`src/rtl/hazard_scoreboard.sv`:
```
// Load-use hazard scoreboard: tracks EX/MEM/WB destinations and raises a zero-latency stall.
// Optional build macro FULL_INTERLOCK_EN: no-forwarding interlock on any EX or MEM producer.
module hazard_scoreboard (
    input  logic        clk,
    input  logic        rst_n,
    input  logic        id_valid,
    input  logic [2:0]  id_rs,
    input  logic [2:0]  id_rt,
    input  logic        id_rs_valid,
    input  logic        id_rt_valid,
    input  logic [2:0]  id_rd,
    input  logic        id_rd_valid,
    input  logic        id_is_load,
    input  logic        flush,
    input  logic        hold,
    output logic        stall,
    output logic [7:0]  busy_rd,
    output logic        drained,
    output logic [15:0] stall_cnt
);

    typedef struct packed {
        logic       v;
        logic [2:0] rd;
        logic       ld;
    } slot_t;

    slot_t       ex_q, mem_q, wb_q;
    slot_t       ex_d, mem_d, wb_d;
    slot_t       issue;
    logic [15:0] stall_cnt_q, stall_cnt_d;
    logic        hit_rs, hit_rt;

`ifdef FULL_INTERLOCK_EN
    assign hit_rs = (ex_q.v && (ex_q.rd == id_rs)) || (mem_q.v && (mem_q.rd == id_rs));
    assign hit_rt = (ex_q.v && (ex_q.rd == id_rt)) || (mem_q.v && (mem_q.rd == id_rt));
`else
    // Only a load in EX is unforwardable; register 0 is tracked like any other.
    assign hit_rs = ex_q.v && ex_q.ld && (ex_q.rd == id_rs);
    assign hit_rt = ex_q.v && ex_q.ld && (ex_q.rd == id_rt);
`endif

    // Flush wins over stall: a squashed instruction never waits on a producer.
    assign stall = id_valid && !flush &&
                   ((id_rs_valid && hit_rs) || (id_rt_valid && hit_rt));

    always_comb begin
        // NOTE: every output of this block gets a default first so no latch is inferred.
        issue       = '0;
        ex_d        = ex_q;
        mem_d       = mem_q;
        wb_d        = wb_q;
        stall_cnt_d = stall_cnt_q;
        if (id_valid && id_rd_valid && !stall && !flush) begin
            issue.v  = 1'b1;
            issue.rd = id_rd;
            issue.ld = id_is_load;
        end
        if (!hold) begin
            ex_d  = issue;
            mem_d = ex_q;
            wb_d  = mem_q;
            if (stall && (stall_cnt_q != 16'hFFFF)) begin
                stall_cnt_d = stall_cnt_q + 16'd1;
            end
        end
    end

    always_comb begin
        busy_rd = '0;
        for (int i = 0; i < 8; i++) begin
            busy_rd[i] = (ex_q.v && (ex_q.rd == 3'(i))) || (mem_q.v && (mem_q.rd == 3'(i)));
        end
    end

    assign drained   = !ex_q.v && !mem_q.v && !wb_q.v;
    assign stall_cnt = stall_cnt_q;

    // NOTE: state uses non-blocking assignments so all slots advance from pre-edge values.
    always_ff @(posedge clk or negedge rst_n) begin
        if (!rst_n) begin
            ex_q        <= '0;
            mem_q       <= '0;
            wb_q        <= '0;
            stall_cnt_q <= '0;
        end else begin
            ex_q        <= ex_d;
            mem_q       <= mem_d;
            wb_q        <= wb_d;
            stall_cnt_q <= stall_cnt_d;
        end
    end

endmodule

```
`config.mk`:
```
export PLATFORM = sky130hd
export DESIGN_NAME = hazard_scoreboard
export DESIGN_NICKNAME = d
export VERILOG_FILES = /design/src/rtl/hazard_scoreboard.sv
export SDC_FILE = /design/constraint.sdc
export NUM_CORES = 1
export LEC_CHECK = 0
export CORE_MARGIN = 2
export CORE_UTILIZATION = 40
export DETAILED_ROUTE_END_ITERATION = 10
export GPL_TIMING_DRIVEN = 0
export PLACE_DENSITY_LB_ADDON = 0.15
export SKIP_LAST_GASP = 1
export SLEW_MARGIN = 30
export SYNTH_ARGS = -nofsm -noshare
export SYNTH_HDL_FRONTEND = slang
export SYNTH_SLANG_ARGS = --single-unit
export TNS_END_PERCENT = 20
```
`constraint.sdc`:
```
create_clock -name clk -period 3.45 [get_ports clk]
set_input_delay 0.5175 -clock clk [delete_from_list [all_inputs] [get_ports clk]]
set_output_delay 0.5175 -clock clk [all_outputs]
set_load 0.02 [all_outputs]
```
==> results of run 1 <==
## power by group
group | internal (mW) | switching (mW) | total, mW
Clock | 0.0407 | 0.0804 | 0.121
Sequential | 0.312 | 0.00711 | 0.319
Combinational | 0.0436 | 0.0328 | 0.0763
## sequential cells by signal, summed over array words and instances, names as in the netlist
register   count
ex_q           5
stall_cnt     16
mem_q          4
wb_q           1
## metal layers
layer | vias to the layer above | GRT usage
li1 | 573 | -
met1 | 555 | 0.231
met5 | - | 0
met3 | 4 | 0.0260
met2 | 35 | 0.251
met4 | 0 | 0.0479
## logic make-up after synthesis
logic type,Yosys count,synth area share
mux,8,0.0615
buf+inv,7,0.0359
fa+ha+maj,1,0.00855
simple gates,53,0.243
xor+xnor,18,0.118
flops,26,0.444
compound gates,17,0.0889
## worst min path at each step
stage / from / endpoint / slack, ns / cells past startpoint
global route: rst_n / ex_q[1]$_DFFE_PN0N_ / 0.21 / 1
detailed placement: stall_cnt[9]$_DFFE_PN0P_ / stall_cnt[9]$_DFFE_PN0P_ / 0.49 / 1
global placement: stall_cnt[7]$_DFFE_PN0P_ / stall_cnt[7]$_DFFE_PN0P_ / 0.48 / 1
floorplan: rst_n / ex_q[0]$_DFFE_PN0N_ / 0.22 / 0
CTS: rst_n / stall_cnt[12]$_DFFE_PN0P_ / 0.20 / 1
finish: rst_n / ex_q[1]$_DFFE_PN0N_ / 0.19 / 1
## per-stage QoR
| stage | worst slack, ns | power, mW | utilization | std cells |
|---|---|---|---|---|
| floorplan | 1.47 | 0.360 | - | 130 |
| global placement | 0.702 | 0.401 | 0.571 | 219 |
| detailed placement | 0.690 | 0.402 | 0.570 | 219 |
| CTS | 0.689 | 0.527 | 0.577 | 222 |
| global route | 0.585 | 0.545 | 0.577 | 222 |
| finish | 0.698 | 0.517 | 0.577 | 222 |
## area by class of cell
cell class / instances / area (um2)
buffer: 5 / 45.0
clock buffer: 3 / 22.5
fill: 301 / 1450
inverter: 2 / 7.51
multi-input combinational: 97 / 761
sequential: 26 / 651
tap: 46 / 57.6
timing repair buffer: 43 / 425
## synth_stat cells (2+ instances only)
cell type   n  area, um2
nand2b_1    6       37.5
o22ai_1     6       37.5
buf_6       3       33.8
nand2_1    11       41.3
nand4_1     6       37.5
mux2_2      7       78.8
dfrtp_1    26        651
nand3_1     4       20.0
xor2_1     10       87.6
a22o_1      4       35.0
o32ai_1     2       17.5
xnor2_2     2       32.5
nor3_1      7       35.0
xnor2_1     6       52.6
nor4_4      3       63.8
and3_1      2       12.5
nor2_1      2       7.51
inv_1       2       7.51
nor4_1      2       12.5
## placed cells by master, fill, tap and decap left out, types with 3 or more instances in the layout
cell type / n
a22o_1: 4
buf_6: 3
clkbuf_4: 3
clkdlybuf4s50_1: 42
dfrtp_1: 26
mux2_2: 7
nand2_1: 11
nand2b_1: 6
nand3_1: 4
nand4_1: 6
nor3_1: 7
nor4_4: 3
o22ai_1: 6
xnor2_1: 6
xor2_1: 10
==> impl_metrics.py, run 1 <==
metrics = {
    "routing": {
        "top_layer": "met4",
        "drt-total-wl_mm": 3.09,
        "via_count": 1167,
        "met2_length_mm": 1.39,
        "wl_met3_um": 142,
        "drt_iter0_drc": 76,
        "drc": 0,
        "routed_via_density": 5.26,
        "ant_nets": 0,
        "dr.pass1.iters": 4,
        "post_drt_wl_per_cell_um": 13.9,
        "met1Wirelength_mm": 1.52,
    },
    "floorplanning": {
        "num_rows": 21,
        "die_w_um": 64.5,
        "io_pins": 44,
        "start_util": 0.429,
        "die-area_mm2": 0.00416,
        "core-area_mm2": 0.00342,
        "die-height_um": 64.5,
    },
    "critical_path": {
        "max_stage_delay_ns": 0.59,
        "cpLargestDelayFamily": "buffers and inverters",
        "rr_endpoint": "stall_cnt[7]$_DFFE_PN0P_",
        "crit_chain": "clkdlybuf4s50_1 -> xnor2_2 -> nand4_1 -> a21oi_1 -> and3b_1 -> clkdlybuf4s50_1",
        "crit_arrival_ns": 2.23,
        "cp_max_fo": 2,
        "rrSetupSlack_ns": 1.37,
        "rr_worst_depth": 7,
        "cp.required_ns": 2.93,
        "cp-endpoint": "stall",
        "crit_path_end_kind": "output pin",
        "reg2reg_from": "stall_cnt[0]$_DFFE_PN0P_",
        "cp_common_cell": "clkdlybuf4s50_1",
        "cp_slowest_cell": "clkdlybuf4s50_1",
        "crit_start": "id_rt[1]",
        "critPathBufInv": 2,
        "critical_path_class": "in2out",
        "startpoint_type": "input port",
        "path_depth": 6,
    },
    "finish": {
        "fin_nets": 197,
        "area_growth_pct": 34.5,
        "layout-drive-gt1-share": 0.148,
        "fin_area_mm2": 0.00197,
        "antennaDiodeCount": 0,
    },
    "logic_synthesis": {
        "yosysSeqAreaShare": 0.444,
        "syn_nets": 149,
        "synthArstFlopShare": 1.00,
        "synth_flop_cell": "dfrtp_1",
        "syn_area_mm2": 0.00146,
        "ys_ff_latch": 26,
        "ys_warn_count": 0,
        "avgSynthCellArea_um2": 11.3,
        "synth_cell_type_count": 38,
        "synth_edf_count": 0,
        "netlist_instances": 130,
    },
    "clock_tree": {
        "cts_sinks": 26,
        "cts_htree_levels": 1,
        "tritoncts": "built",
        "clkSlewWorstSetupHoldPaths_ns": 0.13,
        "cts_buffer_depth": 2,
        "cts-hold-fix-buffers": 0,
        "cts_buffers": 3,
        "cts_resized": 0,
        "clock_latency_ns": 0.30,
        "postCtsSetupRepairBufs": 0,
        "cts-root-buf": "clkbuf_4",
    },
    "timing": {
        "fin_crit_ns": 2.75,
        "holdWs_ns": 0.191,
        "tightestPinTransition_ns": 0.679,
        "clock.fmax_ghz": 0.363,
        "maxSlewHeadroom": 0.546,
        "finClkSkew_ns": 0.00114,
        "setup_viol_count_final": 0,
        "rsz0062_at_grt": "false",
        "tns_ns": 0,
        "final-max-slew-violation-count": 0,
        "final-hold-violation-count": 0,
        "post-route-period-util": 0.798,
    },
    "placed_design": {
        "dpl_cell_area_mm2": 0.00195,
        "io_buffer_count": 43,
        "dpl.hpwl_mm": 2.37,
        "place.gp.congestion": 0.779,
    },
    "outcome": {
        "status": "finished clean",
    },
    "min_path": {
        "hold_path_class": "in2async",
    },
    "power": {
        "total_leakage_power_nw": 0.821,
        "peakVddDrop_v": 0.000189,
        "powerDensity_mw_per_mm2": 262,
    },
    "global_route": {
        "antenna_found_initial": 0,
        "grt-ovfl-total": 0,
        "grt_max_degree": 27,
        "grt_pass1_wl_mm": 5.29,
        "track_usage": 0.161,
        "grt_pass1_vias": 1132,
    },
    "run": {
        "cap_viol_max_count": 0,
    },
}
Note: power is estimated with default switching activity, not from simulation.
==> inputs of run 2 (changes only) <==
==> constraint.sdc (replaced) <==
create_clock -name clk -period 2.2 [get_ports clk]
set_input_delay 0.33 -clock clk [delete_from_list [all_inputs] [get_ports clk]]
set_output_delay 0.33 -clock clk [all_outputs]
set_load 0.02 [all_outputs]
==> run 2 against run 1 <==
  * The flow now finishes with violations (negative setup slack)
  * Final cell count unchanged
  * Utilization up 0.073 points
  * Combinational power up 57%
  * Global-route usage unchanged
  * Non-clock buffer count unchanged
  * Clock power up 57%
  * Die area unchanged
  * Routed wire length about the same
  * Power up 57%
  * Critical path depth down 3
  * Largest power group unchanged
  * Highest routed layer unchanged
==> impl_metrics.py, run 2 (synthesized netlist as in run 1, its figures left out) <==
metrics = {
    "power": {
        "pwr-share-clk": 0.234,
        "intPower_uw": 622,
        "total_leakage_power_nw": 0.843,
        "power.switching_uw": 189,
        "peakVddDrop_v": 0.000296,
        "switching_share": 0.233,
        "p_comb_frac": 0.148,
        "seq_power_share": 0.618,
        "powerDensity_mw_per_mm2": 411,
    },
    "global_route": {
        "track_usage": 0.161,
        "grt_max_degree": 27,
        "grt_pass1_vias": 1132,
        "grt-ovfl-total": 0,
        "antenna_found_initial": 0,
        "grt_pass1_wl_mm": 5.29,
    },
    "finish": {
        "fin_area_mm2": 0.00197,
        "final_util": 0.577,
        "antennaDiodeCount": 0,
        "final_cell_mix": "40 x clkdlybuf4s50_1, 25 x dfrtp_1, 11 x nand2_1",
        "fin_nets": 197,
        "area_growth_pct": 34.7,
        "largest_reg_flops": 16,
        "final_common_cell": "clkdlybuf4s50_1",
        "layout-drive-gt1-share": 0.153,
    },
    "critical_path": {
        "critical_path_class": "reg2out",
        "crit_arrival_ns": 1.89,
        "cp_max_fo": 6,
        "cp.required_ns": 1.87,
        "crit_path_end_kind": "output pin",
        "startpoint_type": "flop",
    },
    "routing": {
        "post_drt_wl_per_cell_um": 13.9,
        "drt_iter0_drc": 76,
        "drt-total-wl_mm": 3.10,
        "ant_nets": 0,
        "dr.pass1.iters": 4,
        "drc": 0,
        "via_count": 1168,
        "routed_via_density": 5.26,
    },
    "timing": {
        "tns_ns": -0.0262,
        "rsz0062_at_grt": "true",
        "clock.fmax_ghz": 0.450,
        "tightestPinTransition_ns": 0.679,
        "final-hold-violation-count": 0,
        "final-max-slew-violation-count": 0,
        "finClkSkew_ns": 0.00114,
        "worst_slack_ns": -0.0231,
        "fin_crit_ns": 2.22,
        "post-route-period-util": 1.01,
        "maxSlewHeadroom": 0.546,
        "setup_viol_count_final": 2,
        "holdWs_ns": 0.00313,
    },
    "placed_design": {
        "place_ws_ns": -0.185,
        "io_buffer_count": 43,
        "dpl.hpwl_mm": 2.37,
        "place.gp.congestion": 0.779,
        "dpl_cell_area_mm2": 0.00195,
    },
    "floorplanning": {
        "die-height_um": 64.5,
        "num_rows": 21,
        "core-area_mm2": 0.00342,
        "die-area_mm2": 0.00416,
        "die_w_um": 64.5,
        "io_pins": 44,
        "start_util": 0.429,
    },
    "clock_tree": {
        "cts_buffers": 3,
        "clock_latency_ns": 0.30,
        "cts_htree_levels": 1,
        "postCtsSetupRepairBufs": 0,
        "clkSlewWorstSetupHoldPaths_ns": 0.13,
        "cts-root-buf": "clkbuf_4",
        "cts_sinks": 26,
        "cts_buffer_depth": 2,
        "cts-hold-fix-buffers": 0,
        "tritoncts": "built",
    },
    "outcome": {
        "status": "complete, but fails checks",
        "violations": "negative setup slack",
    },
    "run": {
        "cap_viol_max_count": 0,
    },
    "min_path": {
        "hold_path_class": "in2async",
    },
}
[run 2: timing repair]
| action | CTS | global route |
|---|---|---|
| pin swaps | 0 | 0 |
| endpoints found under the setup margin | 3 | 13 |
| resized for setup | 1 | 2 |
[run 2: power by group through the flow]
stage | Combinational (mW) | Clock [mW] | Sequential, mW
2_1_floorplan | 0.0535 | 0 | 0.510
6_report | 0.120 | 0.190 | 0.501
3_3_place_gp | 0.120 | 0 | 0.509
3_5_place_dp | 0.121 | 0 | 0.510
5_1_grt | 0.129 | 0.222 | 0.504
4_1_cts | 0.122 | 0.204 | 0.501
[run 2: routing by layer]
layer / vias to the layer above / track usage / share of wire
li1: 573 / - / -
met1: 553 / 0.231 / 0.49
met2: 38 / 0.251 / 0.45
met3: 4 / 0.0260 / 0.050
met4: 0 / 0.0479 / 0.012
met5: - / 0 / 0
[run 2: cell type report]
cell class,instances,area (um2)
fillers,303,1440
multi-input cells,97,761
flip-flops and latches,26,652
repair buffers,43,427
well taps,46,57.6
plain buffers,5,45.0
clock buffers,3,22.5
inverters,2,7.51
[run 2: through the flow]
stage                     power [mW]  instances
after global placement         0.629        219
after global routing           0.855        222
final                          0.810        222
after floorplan                0.564        130
after CTS                      0.827        222
after detailed placement       0.630        219
[run 2: worst max-delay path, cell delays in order (launching register included)]
cell and delay [ns]:
dfrtp_2 0.48, nand2b_1 0.21, o32ai_1 0.25, clkdlybuf4s50_1 0.65
[run 2: final timing paths]
path / start / end / slack, ns / cells after the start
min in group clk: stall_cnt[9]$_DFFE_PN0P_ / stall_cnt[9]$_DFFE_PN0P_ / 0.50 / 1
worst min register to register: stall_cnt[9]$_DFFE_PN0P_ / stall_cnt[9]$_DFFE_PN0P_ / 0.50 / 1
worst min-delay path: rst_n / ex_q[1]$_DFFE_PN0N_ / 0.003 / 1
worst max-delay path: ex_q[3]$_DFFE_PN0N_ / busy_rd[0] / -0.02 / 3
max in group asynchronous: rst_n / ex_q[3]$_DFFE_PN0N_ / 1.79 / 1
worst max register to register: stall_cnt[0]$_DFFE_PN0P_ / stall_cnt[7]$_DFFE_PN0P_ / 0.12 / 7
==> inputs of run 3 (changes only) <==
--- a/config.mk
+++ b/config.mk
@@ -5,8 +5,10 @@
 export SDC_FILE = /design/constraint.sdc
 export NUM_CORES = 1
 export LEC_CHECK = 0
+export CELL_PAD_IN_SITES_DETAIL_PLACEMENT = 2
+export CELL_PAD_IN_SITES_GLOBAL_PLACEMENT = 2
 export CORE_MARGIN = 2
-export CORE_UTILIZATION = 40
+export CORE_UTILIZATION = 26
 export DETAILED_ROUTE_END_ITERATION = 10
 export GPL_TIMING_DRIVEN = 0
 export PLACE_DENSITY_LB_ADDON = 0.15
==> run 3 against run 2 <==
  * The flow now finishes without violations
  * Final cell count grew 12%
  * Non-clock buffer count is the same
  * Clock-buffer cell count grew 1
  * Register-to-register slack lost 0.05 ns
  * Cell area grew 3.6%
  * Clock skew grew 0.0077 ns
  * Setup slack gained 0.048 ns
  * Critical endpoint unchanged
  * Largest cell class unchanged
  * Highest routed layer is now met3
==> impl_metrics.py, run 3 (synthesized netlist as in run 1, its figures left out) <==
metrics = {
    "finish": {
        "largest_reg_flops": 16,
        "final_cell_mix": "39 x clkdlybuf4s50_1, 25 x dfrtp_1, 11 x nand2_1",
        "final_common_cell": "clkdlybuf4s50_1",
        "final_util": 0.373,
        "fill_cells": 600,
        "fin_nets": 197,
        "final_cells": 249,
        "layout-drive-gt1-share": 0.164,
        "antennaDiodeCount": 0,
        "area_growth_pct": 39.6,
    },
    "timing": {
        "final-hold-violation-count": 0,
        "finClkSkew_ns": 0.00880,
        "setup_viol_count_final": 0,
        "tns_ns": 0,
        "rsz0062_at_grt": "true",
        "worst_slack_ns": 0.0247,
        "clock.fmax_ghz": 0.460,
        "fin_crit_ns": 2.18,
        "maxSlewHeadroom": 0.598,
        "tightestPinTransition_ns": 0.603,
        "final-max-slew-violation-count": 0,
        "post-route-period-util": 0.989,
    },
    "outcome": {
        "status": "finished clean",
    },
    "floorplanning": {
        "die-area_mm2": 0.00625,
        "io_pins": 44,
        "die-height_um": 79.0,
        "start_util": 0.267,
        "core-area_mm2": 0.00547,
        "die_w_um": 79.0,
        "num_rows": 27,
    },
    "routing": {
        "ant_nets": 0,
        "drt_iter0_drc": 16,
        "routed_via_density": 4.83,
        "via_count": 1203,
        "drc": 0,
        "drt-total-wl_mm": 4.07,
        "dr.pass1.iters": 3,
        "post_drt_wl_per_cell_um": 16.3,
    },
    "critical_path": {
        "rr_worst_depth": 7,
        "rrSetupSlack_ns": 0.07,
        "cp_max_fo": 6,
        "reg2reg_from": "stall_cnt[0]$_DFFE_PN0P_",
        "critical_path_class": "reg2out",
        "rr_endpoint": "stall_cnt[7]$_DFFE_PN0P_",
        "startpoint_type": "flop",
        "crit_arrival_ns": 1.85,
        "cp.required_ns": 1.87,
        "crit_path_end_kind": "output pin",
    },
    "global_route": {
        "track_usage": 0.140,
        "grt-ovfl-total": 0,
        "grt_pass1_vias": 1352,
        "antenna_found_initial": 0,
        "grt_use_met1": 0.169,
        "busiest_layer": "met2",
        "use_met2": 0.264,
        "grt_max_degree": 27,
        "use_met3": 0.0205,
        "grt_pass1_wl_mm": 7.03,
    },
    "clock_tree": {
        "postCtsSetupRepairBufs": 0,
        "cts_htree_levels": 1,
        "cts_buffers": 3,
        "tritoncts": "built",
        "clock_latency_ns": 0.27,
        "cts-root-buf": "clkbuf_8",
        "cts-hold-fix-buffers": 0,
        "cts_buffer_depth": 2,
        "clkSlewWorstSetupHoldPaths_ns": 0.10,
        "cts_sinks": 26,
    },
    "placed_design": {
        "place_ws_ns": -0.257,
        "place.gp.congestion": 0.750,
        "dp.cells": 245,
        "io_buffer_count": 43,
        "dpl.hpwl_mm": 3.16,
    },
    "power": {
        "powerDensity_mw_per_mm2": 458,
        "total_leakage_power_nw": 0.876,
        "p_total_uw": 936,
        "peakVddDrop_v": 0.000248,
    },
    "run": {
        "cap_viol_max_count": 0,
    },
    "min_path": {
        "hold_path_class": "in2async",
    },
}
run 3: cell count changes in the layout (fill, tap and decap cells not counted), sizes merged:
cell	previous run	this run
clkbuf	4	5
dlymetal6s2s	1	2
clkdlybuf4s50	40	39
run 3: where the power goes:
| part | switching [mW] | leakage [nW] | internal [mW] |
|---|---|---|---|
| clock | 0.152 | 0.0288 | 0.160 |
| combinational | 0.0546 | 0.500 | 0.0683 |
| sequential | 0.0119 | 0.348 | 0.489 |
run 3: worst max path at each step:
stage,from,endpoint,cells after the start
after floorplan,stall_cnt[0]$_DFFE_PN0P_,stall_cnt[7]$_DFFE_PN0P_,7
after global placement,id_rt[0],stall,6
after detailed placement,id_rt[1],stall,6
after CTS,ex_q[3]$_DFFE_PN0N_,busy_rd[0],3
after global routing,stall_cnt[0]$_DFFE_PN0P_,stall_cnt[7]$_DFFE_PN0P_,7
final,ex_q[3]$_DFFE_PN0N_,busy_rd[0],3
run 3: layout make-up:
class / instances / area (um2) / share of cell area
buffer: 5 / 45.0 / 0.0220
clock buffer: 4 / 55.1 / 0.0269
sequential: 26 / 652 / 0.319
inverter: 2 / 7.51 / 0.00367
multi-input combinational: 97 / 764 / 0.374
timing repair buffer: 43 / 429 / 0.210
tap: 72 / 90.1 / 0.0441
run 3: routing by layer:
layer  up-vias  part of all wire
met3         0             0.043
met5         -                 0
met2        35              0.54
li1        566                 -
met4         0                 0
met1       602              0.42
run 3: timing repair:
item | CTS | global route
hold endpoints to repair | 0 | 0
gates resized for setup | 1 | 4
setup endpoints to repair | 3 | 15
run 3: metrics by stage:
step,hold slack (ns),instance area [um2]
after global placement,0.482,1980
after global routing,0.0850,2040
after detailed placement,0.380,1980
final,0.0515,2040
after floorplan,0.0344,1460
after CTS,0.0782,2030
run 3: critical path, stage by stage, from the launching register on:
cell	delay [ns]
dfrtp_2	0.46
nand2b_1	0.21
o32ai_1	0.25
clkdlybuf4s50_1	0.65
